===== src/rtl/led_pkg.sv =====
// Shared definitions for the LED bank.
//   led_mode_e  : per-channel 2-bit mode encoding carried on led_bank.mode
//   cnt_width() : bits needed to hold a value 0..max_val (never less than 1)
package led_pkg;

  typedef enum logic [1:0] {
    MODE_OFF   = 2'b00,
    MODE_ON    = 2'b01,
    MODE_BLINK = 2'b10,
    MODE_FLASH = 2'b11
  } led_mode_e;

  function automatic int unsigned cnt_width(input int unsigned max_val);
    int unsigned w;
    w = 1;
    while ((max_val >> w) != 0) w++;
    return w;
  endfunction

endpackage


===== src/rtl/sw_debounce.sv =====
// Switch synchroniser and debouncer.
//   clk   : sole clock, rising edge
//   rst   : synchronous active-high reset
//   sw    : raw asynchronous switch, active-low (0 = pressed)
//   level : debounced pressed state (1 = pressed), registered
//   press : one-cycle pulse, high in the first cycle level reads 1
module sw_debounce #(
  parameter int DB_CYCLES = 65536
) (
  input  logic clk,
  input  logic rst,
  input  logic sw,
  output logic level,
  output logic press
);

  localparam int DW = $clog2(DB_CYCLES);
  localparam logic [DW-1:0] DB_LAST = DW'(DB_CYCLES - 1);

  // Synchroniser resets to 1 so a reset never looks like a press.
  logic          sync1;
  logic          sync2;
  logic          raw;
  logic [DW-1:0] cnt;

  assign raw = ~sync2;

  always_ff @(posedge clk) begin
    if (rst) begin
      sync1 <= 1'b1;
      sync2 <= 1'b1;
      cnt   <= '0;
      level <= 1'b0;
      press <= 1'b0;
    end else begin
      sync1 <= sw;
      sync2 <= sync1;
      press <= 1'b0;
      // Count consecutive cycles of disagreement; any agreeing cycle restarts.
      if (raw != level) begin
        if (cnt == DB_LAST) begin
          level <= raw;
          cnt   <= '0;
          press <= raw;   // only a 0->1 change produces a pulse
        end else begin
          cnt <= cnt + 1'b1;
        end
      end else begin
        cnt <= '0;
      end
    end
  end

endmodule


===== src/rtl/led_bank.sv =====
// Multi-channel LED driver with blink, one-shot flash and a debounced switch
// override.
//   clk, rst   : sole clock; synchronous active-high reset
//   sw         : raw active-low switch (asynchronous)
//   mode       : 2 bits per channel, channel i at [2i+1:2i] (led_mode_e)
//   pulse_req  : per-channel flash trigger, level sampled every cycle
//   led        : registered LED drives, 1 = lit
//   sw_level   : debounced pressed state
//   sw_press   : one-cycle pulse on debounced press
//   heartbeat  : toggles every cycle
module led_bank
  import led_pkg::*;
#(
  parameter int NUM_LEDS    = 3,
  parameter int TICK_DIV    = 62500000,
  parameter int DB_CYCLES   = 65536,
  parameter int PULSE_TICKS = 4,
  parameter int SW_CH       = 1
) (
  input  logic                  clk,
  input  logic                  rst,
  input  logic                  sw,
  input  logic [2*NUM_LEDS-1:0] mode,
  input  logic [NUM_LEDS-1:0]   pulse_req,
  output logic [NUM_LEDS-1:0]   led,
  output logic                  sw_level,
  output logic                  sw_press,
  output logic                  heartbeat
);

  localparam int TW = $clog2(TICK_DIV);
  localparam int FW = cnt_width(PULSE_TICKS);
  localparam logic [TW-1:0] TICK_LAST = TW'(TICK_DIV - 1);
  localparam logic [FW-1:0] FLASH_LOAD = FW'(PULSE_TICKS);

  logic [TW-1:0]   tick_cnt;
  logic            tick;
  logic            phase;
  logic            phase_n;
  logic [FW-1:0]   flash_q [NUM_LEDS];
  logic [FW-1:0]   flash_n [NUM_LEDS];
  logic [NUM_LEDS-1:0] led_d;

  sw_debounce #(
    .DB_CYCLES(DB_CYCLES)
  ) u_sw_debounce (
    .clk  (clk),
    .rst  (rst),
    .sw   (sw),
    .level(sw_level),
    .press(sw_press)
  );

  // Tick generator: one-cycle tick on the last count of each period.
  assign tick = (tick_cnt == TICK_LAST);

  always_ff @(posedge clk) begin
    if (rst) begin
      tick_cnt <= '0;
    end else if (tick) begin
      tick_cnt <= '0;
    end else begin
      tick_cnt <= tick_cnt + 1'b1;
    end
  end

  assign phase_n = phase ^ tick;

  // Flash counters: reload beats the tick decrement; non-FLASH channels idle at 0.
  always_comb begin
    for (int i = 0; i < NUM_LEDS; i++) begin
      flash_n[i] = flash_q[i];
      if (led_mode_e'(mode[2*i +: 2]) != MODE_FLASH) begin
        flash_n[i] = '0;
      end else if (pulse_req[i]) begin
        flash_n[i] = FLASH_LOAD;
      end else if (tick && (flash_q[i] != '0)) begin
        flash_n[i] = flash_q[i] - 1'b1;
      end
    end
  end

  // LED decode uses the next-state phase and counters so the registered led
  // changes on the same edge as the state it reflects.
  always_comb begin
    led_d = '0;
    for (int i = 0; i < NUM_LEDS; i++) begin
      case (led_mode_e'(mode[2*i +: 2]))
        MODE_OFF:   led_d[i] = 1'b0;
        MODE_ON:    led_d[i] = 1'b1;
        MODE_BLINK: led_d[i] = ((i % 2) == 0) ? phase_n : ~phase_n;
        MODE_FLASH: led_d[i] = (flash_n[i] != '0);
        default:    led_d[i] = 1'b0;
      endcase
    end
    if (sw_level) led_d[SW_CH] = 1'b1;
  end

  always_ff @(posedge clk) begin
    if (rst) begin
      phase     <= 1'b0;
      led       <= '0;
      heartbeat <= 1'b0;
      for (int i = 0; i < NUM_LEDS; i++) flash_q[i] <= '0;
    end else begin
      phase     <= phase_n;
      led       <= led_d;
      heartbeat <= ~heartbeat;
      for (int i = 0; i < NUM_LEDS; i++) flash_q[i] <= flash_n[i];
    end
  end

endmodule

===== config.mk =====
export PLATFORM = sky130hd
export DESIGN_NAME = led_bank
export DESIGN_NICKNAME = d
export VERILOG_FILES = /design/src/rtl/led_pkg.sv /design/src/rtl/sw_debounce.sv /design/src/rtl/led_bank.sv
export SDC_FILE = /design/constraint.sdc
export NUM_CORES = 1
export LEC_CHECK = 0
export CAP_MARGIN = 20
export CORE_ASPECT_RATIO = 1.25
export CORE_MARGIN = 4
export CORE_UTILIZATION = 25
export DETAILED_ROUTE_END_ITERATION = 10
export PLACE_DENSITY = 0.39
export SYNTH_ARGS = -nofsm -noshare
export SYNTH_HDL_FRONTEND = slang
export SYNTH_SLANG_ARGS = --single-unit

===== constraint.sdc =====
create_clock -name clk -period 5.4 [get_ports clk]
set_input_delay 1.62 -clock clk [delete_from_list [all_inputs] [get_ports clk]]
set_output_delay 1.62 -clock clk [all_outputs]
set_load 0.005 [all_outputs]

==> flow_summary.toml, run 1 <==
[layout]
mostFrequentLayoutCells = "dfxtp_1 (60), nor2_1 (52), xor2_1 (31)"
stdcell_area_um2 = 3390
mostFrequentLayoutCell = "dfxtp_1"
drive_above_1_share_pct = 9.09
layout.cells.non_filler = 465
final_nets = 346
n_fill_cell = 1140
n_antenna_cell = 0
area_delta_synth_final_pct = 20.8

[critical_path]
critical_path.top_delay_family = "simple AND/OR/NAND/NOR gates"
path_cells = "clkdlybuf4s50_1 > or3_1 > nor2_1"
cp_slowest_cell = "clkdlybuf4s50_1"
critical_path_arrival_ns = 3.32
cp_max_fo = 18
crit_required_ns = 5.66
cp-start-kind = "primary input"
end_kind = "flip-flop"
crit_type = "in -> reg"
path_buf_inv = 1
cpPeakStageDelay_ns = 0.75

[pwr]
internal-power_mw = 0.798
cellPowerDensity_nw_per_um2 = 299
totalPowerFinal_mw = 1.01
p_seq_share_pct = 44.7
switching_share_pct = 21.3
power_frac_comb_pct = 3.5
leakagePower_nw = 1.24
ir_worst_vdd_mv = 0.143
p_switching_mw = 0.216
power.share.clock_pct = 51.8

[yosys]
syn_avg_cell_area_um2 = 9.23
synth_top_area_share_pct = 42.8
ys_ff_latch = 60
synth-edff-count = 0
synth_warnings = 0
synthTopCellsByArea = "dfxtp_1 (43%), xor2_1 (9.7%), nor2_1 (7.0%)"
synth_cells = 304
synth_area_um2 = 2810
synth_cell_types = 44
synth_nets = 324
synth-async-reset-ratio_pct = 0
ys_seq_area_share_pct = 42.8
yosysTopAreaCell = "dfxtp_1"
synthFlopType = "dfxtp_1"

[run]
drv_cap = 0

[sta]
holdWs_ns = 0.407
slew_viol_final = 0
period_share_pct = 56.7
hold_viol = 0
setup-tns-final_ns = 0
fmax_mhz = 327
setup-violations-final = 0
slew_headroom_pct = 55.2
rsz0062_at_grt = "false"
max_slew.worst_pin.slew_ns = 0.670
min_period_ns = 3.06
skew_ns = 0.00785

[clocking]
cts.sink_count = 60
postCtsResizedCells = 0
cts_max_level = 3
insertion_delay_ns = 0.33
cts.clk_slew.worst_paths_ns = 0.05
cts_tree = "built"
cts.path.max_buffers = 2
clockRootBuffer = "clkbuf_16"
ctsHoldBuffers = 0
cts_buffers = 9
postCtsSetupBuffers = 0

[grt]
grtUsageTotal_pct = 9.67
antenna_found_initial = 0
grt_max_degree = 26
grt_pass1_vias = 1991
grt_pass1_wl_um = 9780
grt-ovfl-total = 0

[routing]
drtIter0Drc = 65
drt-pass1-iter-count = 4
drtAntennaViolNets = 0
drc = 0
drt_wl_total_um = 5720
drt-wirelength-per-cell_um = 12.3
viasPerCell = 4.48
dr_total_vias = 2083

[placement]
place_area_um2 = 3120
place_inst = 450
dp_hpwl_um = 4060
place_congestion = 0.699
port_buffers = 17

[worst_hold_path]
min_path_type = "reg -> reg"

[die]
die_width_um = 103
fp.coreArea_um2 = 11000
initial_utilization_pct = 25.4
rows = 43
die_y_um = 126
io_pins = 18
dieArea_um2 = 13000

[run_status]
status = "complete, no violations"
## sequential cells by signal, summed over array words and instances, names as in the netlist
register / cells
heartbeat: 1
u_sw_debounce.press: 1
tick_cnt: 26
u_sw_debounce.level: 1
flash_q: 9
u_sw_debounce.cnt: 16
u_sw_debounce.sync1: 1
led: 3
phase: 1
u_sw_debounce.sync2: 1
## power by group through the flow
stage / registers, mW / logic (mW) / clock network [mW]
after floorplan: 0.462 / 0.0176 / 0
after global routing: 0.453 / 0.0393 / 0.567
after CTS: 0.453 / 0.0362 / 0.543
after detailed placement: 0.462 / 0.0359 / 0
after global placement: 0.462 / 0.0364 / 0
final: 0.453 / 0.0353 / 0.525
## cell families after synthesis
family | after synthesis | share of synthesized area (%)
and+or+nand+nor | 152 | 30.9
adders and majority gates | 8 | 3.57
AOI/OAI and AO/OA | 15 | 4.06
buffers and inverters | 20 | 2.90
xor gates and xnor gates | 41 | 12.8
DFF | 60 | 42.8
muxes | 8 | 2.94
## final timing paths
| kind | from | endpoint | slack, ns | cells after the start |
|---|---|---|---|---|
| min | u_sw_debounce.sync1 | u_sw_debounce.sync2 | 0.41 | 1 |
| max reg2reg | tick_cnt[0] | flash_q[0][4] | 3.12 | 6 |
| min reg2reg | u_sw_debounce.sync1 | u_sw_debounce.sync2 | 0.41 | 1 |
| max | rst | u_sw_debounce.cnt[6] | 2.34 | 3 |
## through the flow
step | util (%) | setup slack (ns)
6_report | 30.7 | 2.34
5_1_grt | 30.7 | 2.18
4_1_cts | 30.7 | 2.31
3_5_place_dp | 28.3 | 1.98
3_3_place_gp | 28.3 | 1.99
2_1_floorplan | - | 2.81
## cell type report
cell class                      count  area, um^2  area share [%]
Sequential cell                    60        1200            35.4
Inverter                           13        48.8            1.44
Tap cell                          135         169            4.98
Multi-Input combinational cell    224        1520            44.9
Timing Repair Buffer               18         178            5.24
Clock inverter                      2        10.0           0.295
Clock buffer                       13         260            7.68
## synth_stat cells (all sizes together) (2+ instances only)
cell,instances
a21oi,2
a31oi,2
and3,10
and4,4
and4bb,2
buf,4
clkbuf,3
dfxtp,60
ha,8
inv,13
mux2,2
mux2i,6
nand2,18
nand3,24
nand4,15
nor2,52
nor2b,3
nor3,7
nor4,8
nor4b,2
o21ai,3
or2,2
or3,3
xnor2,10
xor2,31
## layer usage
metal	vias to the layer above	GRT usage, %	share of wire, %
met5	-	0	0
met3	12	3.63	3.8
met4	0	3.89	1.9
met1	945	12.5	47
li1	1100	-	-
met2	26	14.5	47
Note: power is estimated with default switching activity, not from simulation.
==> run 2, diff against run 1 <==
PLACE_DENSITY = 0.41   (was 0.39)
clock period = 2.7 ns   (was 5.4 ns; I/O delays follow)
==> run 2 against run 1 <==
Against the previous run: non-clock buffer count is 2 higher; highest routed layer unchanged; setup slack got worse by 1.8 ns; register-to-register slack lost 2.6 ns; combinational power is 100% higher; sequential power is 100% higher; clock skew shrank 0.0027 ns; routed wire length up 0.63%; largest cell class unchanged.
==> flow_summary.toml, run 2 (synthesis results as in run 1) <==
[run_status]
status = "complete, no violations"

[layout]
reg_top3 = "tick_cnt x26, u_sw_debounce.cnt x16, flash_q x9"
area_delta_synth_final_pct = 24.7
n_antenna_cell = 0
mostFrequentLayoutCells = "dfxtp_1 (60), nor2_1 (52), xor2_1 (31)"
largest-register = "tick_cnt"
final_nets = 348
drive_above_1_share_pct = 10.5
final_util_pct = 31.7
largest_register_ffs = 26
layout.cells.non_filler = 468
mostFrequentLayoutCell = "dfxtp_1"

[placement]
place_congestion = 0.707
dp_hpwl_um = 4060
port_buffers = 17
place_inst = 452

[sta]
setup-violations-final = 0
slew_headroom_pct = 60.1
max_slew.worst_pin.slew_ns = 0.596
holdWs_ns = 0.408
period_share_pct = 81.6
setup-tns-final_ns = 0
slew_viol_final = 0
skew_ns = 0.00510
hold_viol = 0
min_period_ns = 2.20
rsz0062_at_grt = "false"
fmax_mhz = 454

[worst_hold_path]
min_path_type = "reg -> reg"

[routing]
drc = 0
drt-pass1-iter-count = 4
drtAntennaViolNets = 0
drtIter0Drc = 80
viasPerCell = 4.54
dr_total_vias = 2124
drt-wirelength-per-cell_um = 12.3
drt_wl_total_um = 5760

[clocking]
clockRootBuffer = "clkbuf_16"
cts_tree = "built"
postCtsSetupBuffers = 0
cts_max_level = 3
postCtsResizedCells = 0
ctsHoldBuffers = 0
cts.path.max_buffers = 2
cts.sink_count = 60
cts_buffers = 9
insertion_delay_ns = 0.33
cts.clk_slew.worst_paths_ns = 0.05

[die]
die_width_um = 103
die_y_um = 126
dieArea_um2 = 13000
io_pins = 18
rows = 43
fp.coreArea_um2 = 11000
initial_utilization_pct = 25.4

[critical_path]
critical_path_arrival_ns = 2.44
end_kind = "flip-flop"
crit_required_ns = 2.94
cp_max_fo = 6
crit_type = "reg -> reg"
cp-start-kind = "flip-flop"

[grt]
grt-ovfl-total = 0
grtUsageTotal_pct = 9.81
grt_max_degree = 26
antenna_found_initial = 0
grt_pass1_vias = 2051
grt_pass1_wl_um = 9910

[run]
drv_cap = 0

[pwr]
cellPowerDensity_nw_per_um2 = 681
ir_worst_vdd_mv = 0.260
leakagePower_nw = 1.29
[run 2: worst paths after layout]
kind / startpoint / to / slack (ns) / depth (start not counted)
setup reg to reg: tick_cnt[0] / flash_q[0][4] / 0.50 / 6
setup / recovery: tick_cnt[0] / flash_q[0][4] / 0.50 / 6
hold / removal: u_sw_debounce.sync1 / u_sw_debounce.sync2 / 0.41 / 1
hold reg to reg: u_sw_debounce.sync1 / u_sw_debounce.sync2 / 0.41 / 1
[run 2: area by class of cell]
class	instances	area (um^2)
multi-input cells	224	1520
fillers	1145	7530
repair buffers	20	193
clock buffers	9	225
well taps	135	169
flip-flops and latches	60	1200
clock inverters	7	139
inverters	13	48.8
[run 2: per-layer routing]
metal  vias up  GRT usage (%)  routed length, um  share of wire (%)
li1       1102              -                  -                  -
met1       986           11.9               2690                 47
met2        21           15.2               2730                 47
met3        15           2.26                159                2.8
met4         0           6.63                182                3.2
met5         -              0                  0                  0
[run 2: per-stage QoR]
stage	power [mW]	instance area, um^2	worst slack [ns]
finish	2.38	3500	0.497
global route	2.48	3500	0.263
global placement	0.998	3140	0.431
detailed placement	0.997	3140	0.373
floorplan	0.958	2810	0.800
CTS	2.43	3500	0.460
[run 2: power breakdown]
part	internal, mW	total, mW	leakage, nW	switching [mW]
sequential	0.897	0.906	0.486	0.00850
combinational	0.0364	0.0713	0.628	0.0349
clock	0.992	1.41	0.179	0.415
[run 2: critical path, stage by stage (launching register included)]
cell and delay, ns:
dfxtp_1 0.42, ha_1 0.32, and4_1 0.32, nand4_4 0.17, nor4_4 0.33, mux2_2 0.40, nor4_1 0.15
==> run 3, diff against run 2 <==
clock period = 1.95 ns   (was 2.7 ns; I/O delays follow)
==> run 3 against run 2 <==
Against the previous run: setup slack worse by 0.39 ns; power up 16%; die area unchanged; via count up 4.9%; final cell count up 5.6%; first-iteration DRC count down 49%; critical path type unchanged; critical endpoint is now led[0].
==> flow_summary.toml, run 3 (synthesis results as in run 1) <==
[routing]
dr_total_vias = 2228
drtAntennaViolNets = 0
drtIter0Drc = 41
drt_wl_total_um = 5850
drt-pass1-iter-count = 4
drt-wirelength-per-cell_um = 11.8
drc = 0
viasPerCell = 4.51

[die]
rows = 43
die_y_um = 126
die_width_um = 103
fp.coreArea_um2 = 11000
dieArea_um2 = 13000
io_pins = 18
initial_utilization_pct = 25.4

[critical_path]
cp-start-kind = "flip-flop"
end_kind = "flip-flop"
critical_path.top_delay_family = "simple AND/OR/NAND/NOR gates"
path_cells = "nor4b_4 > nand4_4 > nor4_4 > buf_4 > mux2i_1 > o221a_1"
cpPeakStageDelay_ns = 0.37
crit_required_ns = 2.20
crit_type = "reg -> reg"
path_buf_inv = 1
cp_slowest_cell = "dfxtp_1"
cp_max_fo = 5
critical_path_arrival_ns = 2.10

[placement]
dp_hpwl_um = 4360
place_congestion = 0.728
dp_slack_ns = 0.0461
port_buffers = 17
place_inst = 479

[clocking]
cts_tree = "built"
clockRootBuffer = "clkbuf_16"
cts.path.max_buffers = 2
cts_buffers = 9
insertion_delay_ns = 0.32
cts.clk_slew.worst_paths_ns = 0.05
cts_max_level = 3
ctsHoldBuffers = 0
cts.sink_count = 60

[grt]
grt_max_degree = 26
grtUsageTotal_pct = 10.3
grt_pass1_wl_um = 10600
grt-ovfl-total = 0
antenna_found_initial = 0
grt_pass1_vias = 2302

[sta]
period_share_pct = 94.5
hold_viol = 0
min_period_ns = 1.84
setup_ws_ns = 0.108
slew_headroom_pct = 69.2
rsz0062_at_grt = "false"
max_slew.worst_pin.slew_ns = 0.459
skew_ns = 0.00844
setup-violations-final = 0
slew_viol_final = 0
setup-tns-final_ns = 0
fmax_mhz = 543

[pwr]
leakagePower_nw = 1.40
ir_worst_vdd_mv = 0.354
cellPowerDensity_nw_per_um2 = 759

[layout]
n_antenna_cell = 0
area_delta_synth_final_pct = 29.4
mostFrequentLayoutCells = "dfxtp_1 (59), nor2_1 (52), xor2_1 (31)"
layout.cells.non_filler = 494
mostFrequentLayoutCell = "dfxtp_1"
largest-register = "tick_cnt"
n_fill_cell = 1133
largest_register_ffs = 26
final_nets = 376
reg_top3 = "tick_cnt x26, u_sw_debounce.cnt x16, flash_q x9"
drive_above_1_share_pct = 17.8

[worst_hold_path]
min_path_type = "reg -> reg"

[run_status]
status = "complete, no violations"

[run]
drv_cap = 0
## run 3: changes by cell type in the layout (fill, tap and decap cells not counted), sizes merged
cell,delta
bufinv,-4
buf,+28
clkbuf,+2
## run 3: report_power, final
part	total (mW)	internal, mW	leakage, nW	switching, mW
Combinational	0.125	0.0658	0.783	0.0590
Clock	1.38	0.871	0.131	0.511
Sequential	1.25	1.24	0.486	0.00642
Total	2.76	2.18	1.40	0.576
## run 3: layout make-up
class | instances | area (um^2) | area share [%]
inverter | 13 | 48.8 | 1.34
sequential | 60 | 1200 | 33.1
clock buffer | 11 | 243 | 6.69
multi-input combinational | 224 | 1540 | 42.3
tap | 135 | 169 | 4.65
timing repair buffer | 48 | 415 | 11.4
clock inverter | 3 | 15.0 | 0.414
## run 3: what timing repair did
action	in CTS	in global routing
setup endpoints to repair	0	4
resized for setup	0	5
setup buffers	0	1
## run 3: through the flow
| step | total power, mW | utilization (%) | area, um^2 | hold WS [ns] |
|---|---|---|---|---|
| 2_1_floorplan | 1.33 | - | 2810 | 0.389 |
| 3_3_place_gp | 1.40 | 30.4 | 3350 | 0.404 |
| 3_5_place_dp | 1.40 | 30.4 | 3350 | 0.403 |
| 4_1_cts | 2.81 | 32.7 | 3610 | 0.415 |
| 5_1_grt | 2.90 | 32.9 | 3630 | 0.429 |
| 6_report | 2.76 | 32.9 | 3630 | 0.411 |
## run 3: layer usage
metal	track usage, %	vias up	share of wire, %
li1	-	1157	-
met3	3.36	10	3.3
met5	0	-	0
met2	16.3	23	48
met4	4.73	0	2.3
met1	12.5	1038	46
## run 3: worst paths after layout
kind | endpoint | slack [ns] | cells past startpoint | from
worst max-delay path | led[0] | 0.11 | 6 | tick_cnt[17]
worst min-delay path | u_sw_debounce.sync2 | 0.41 | 1 | u_sw_debounce.sync1
worst min register to register | u_sw_debounce.sync2 | 0.41 | 1 | u_sw_debounce.sync1
worst max register to register | led[0] | 0.11 | 6 | tick_cnt[17]
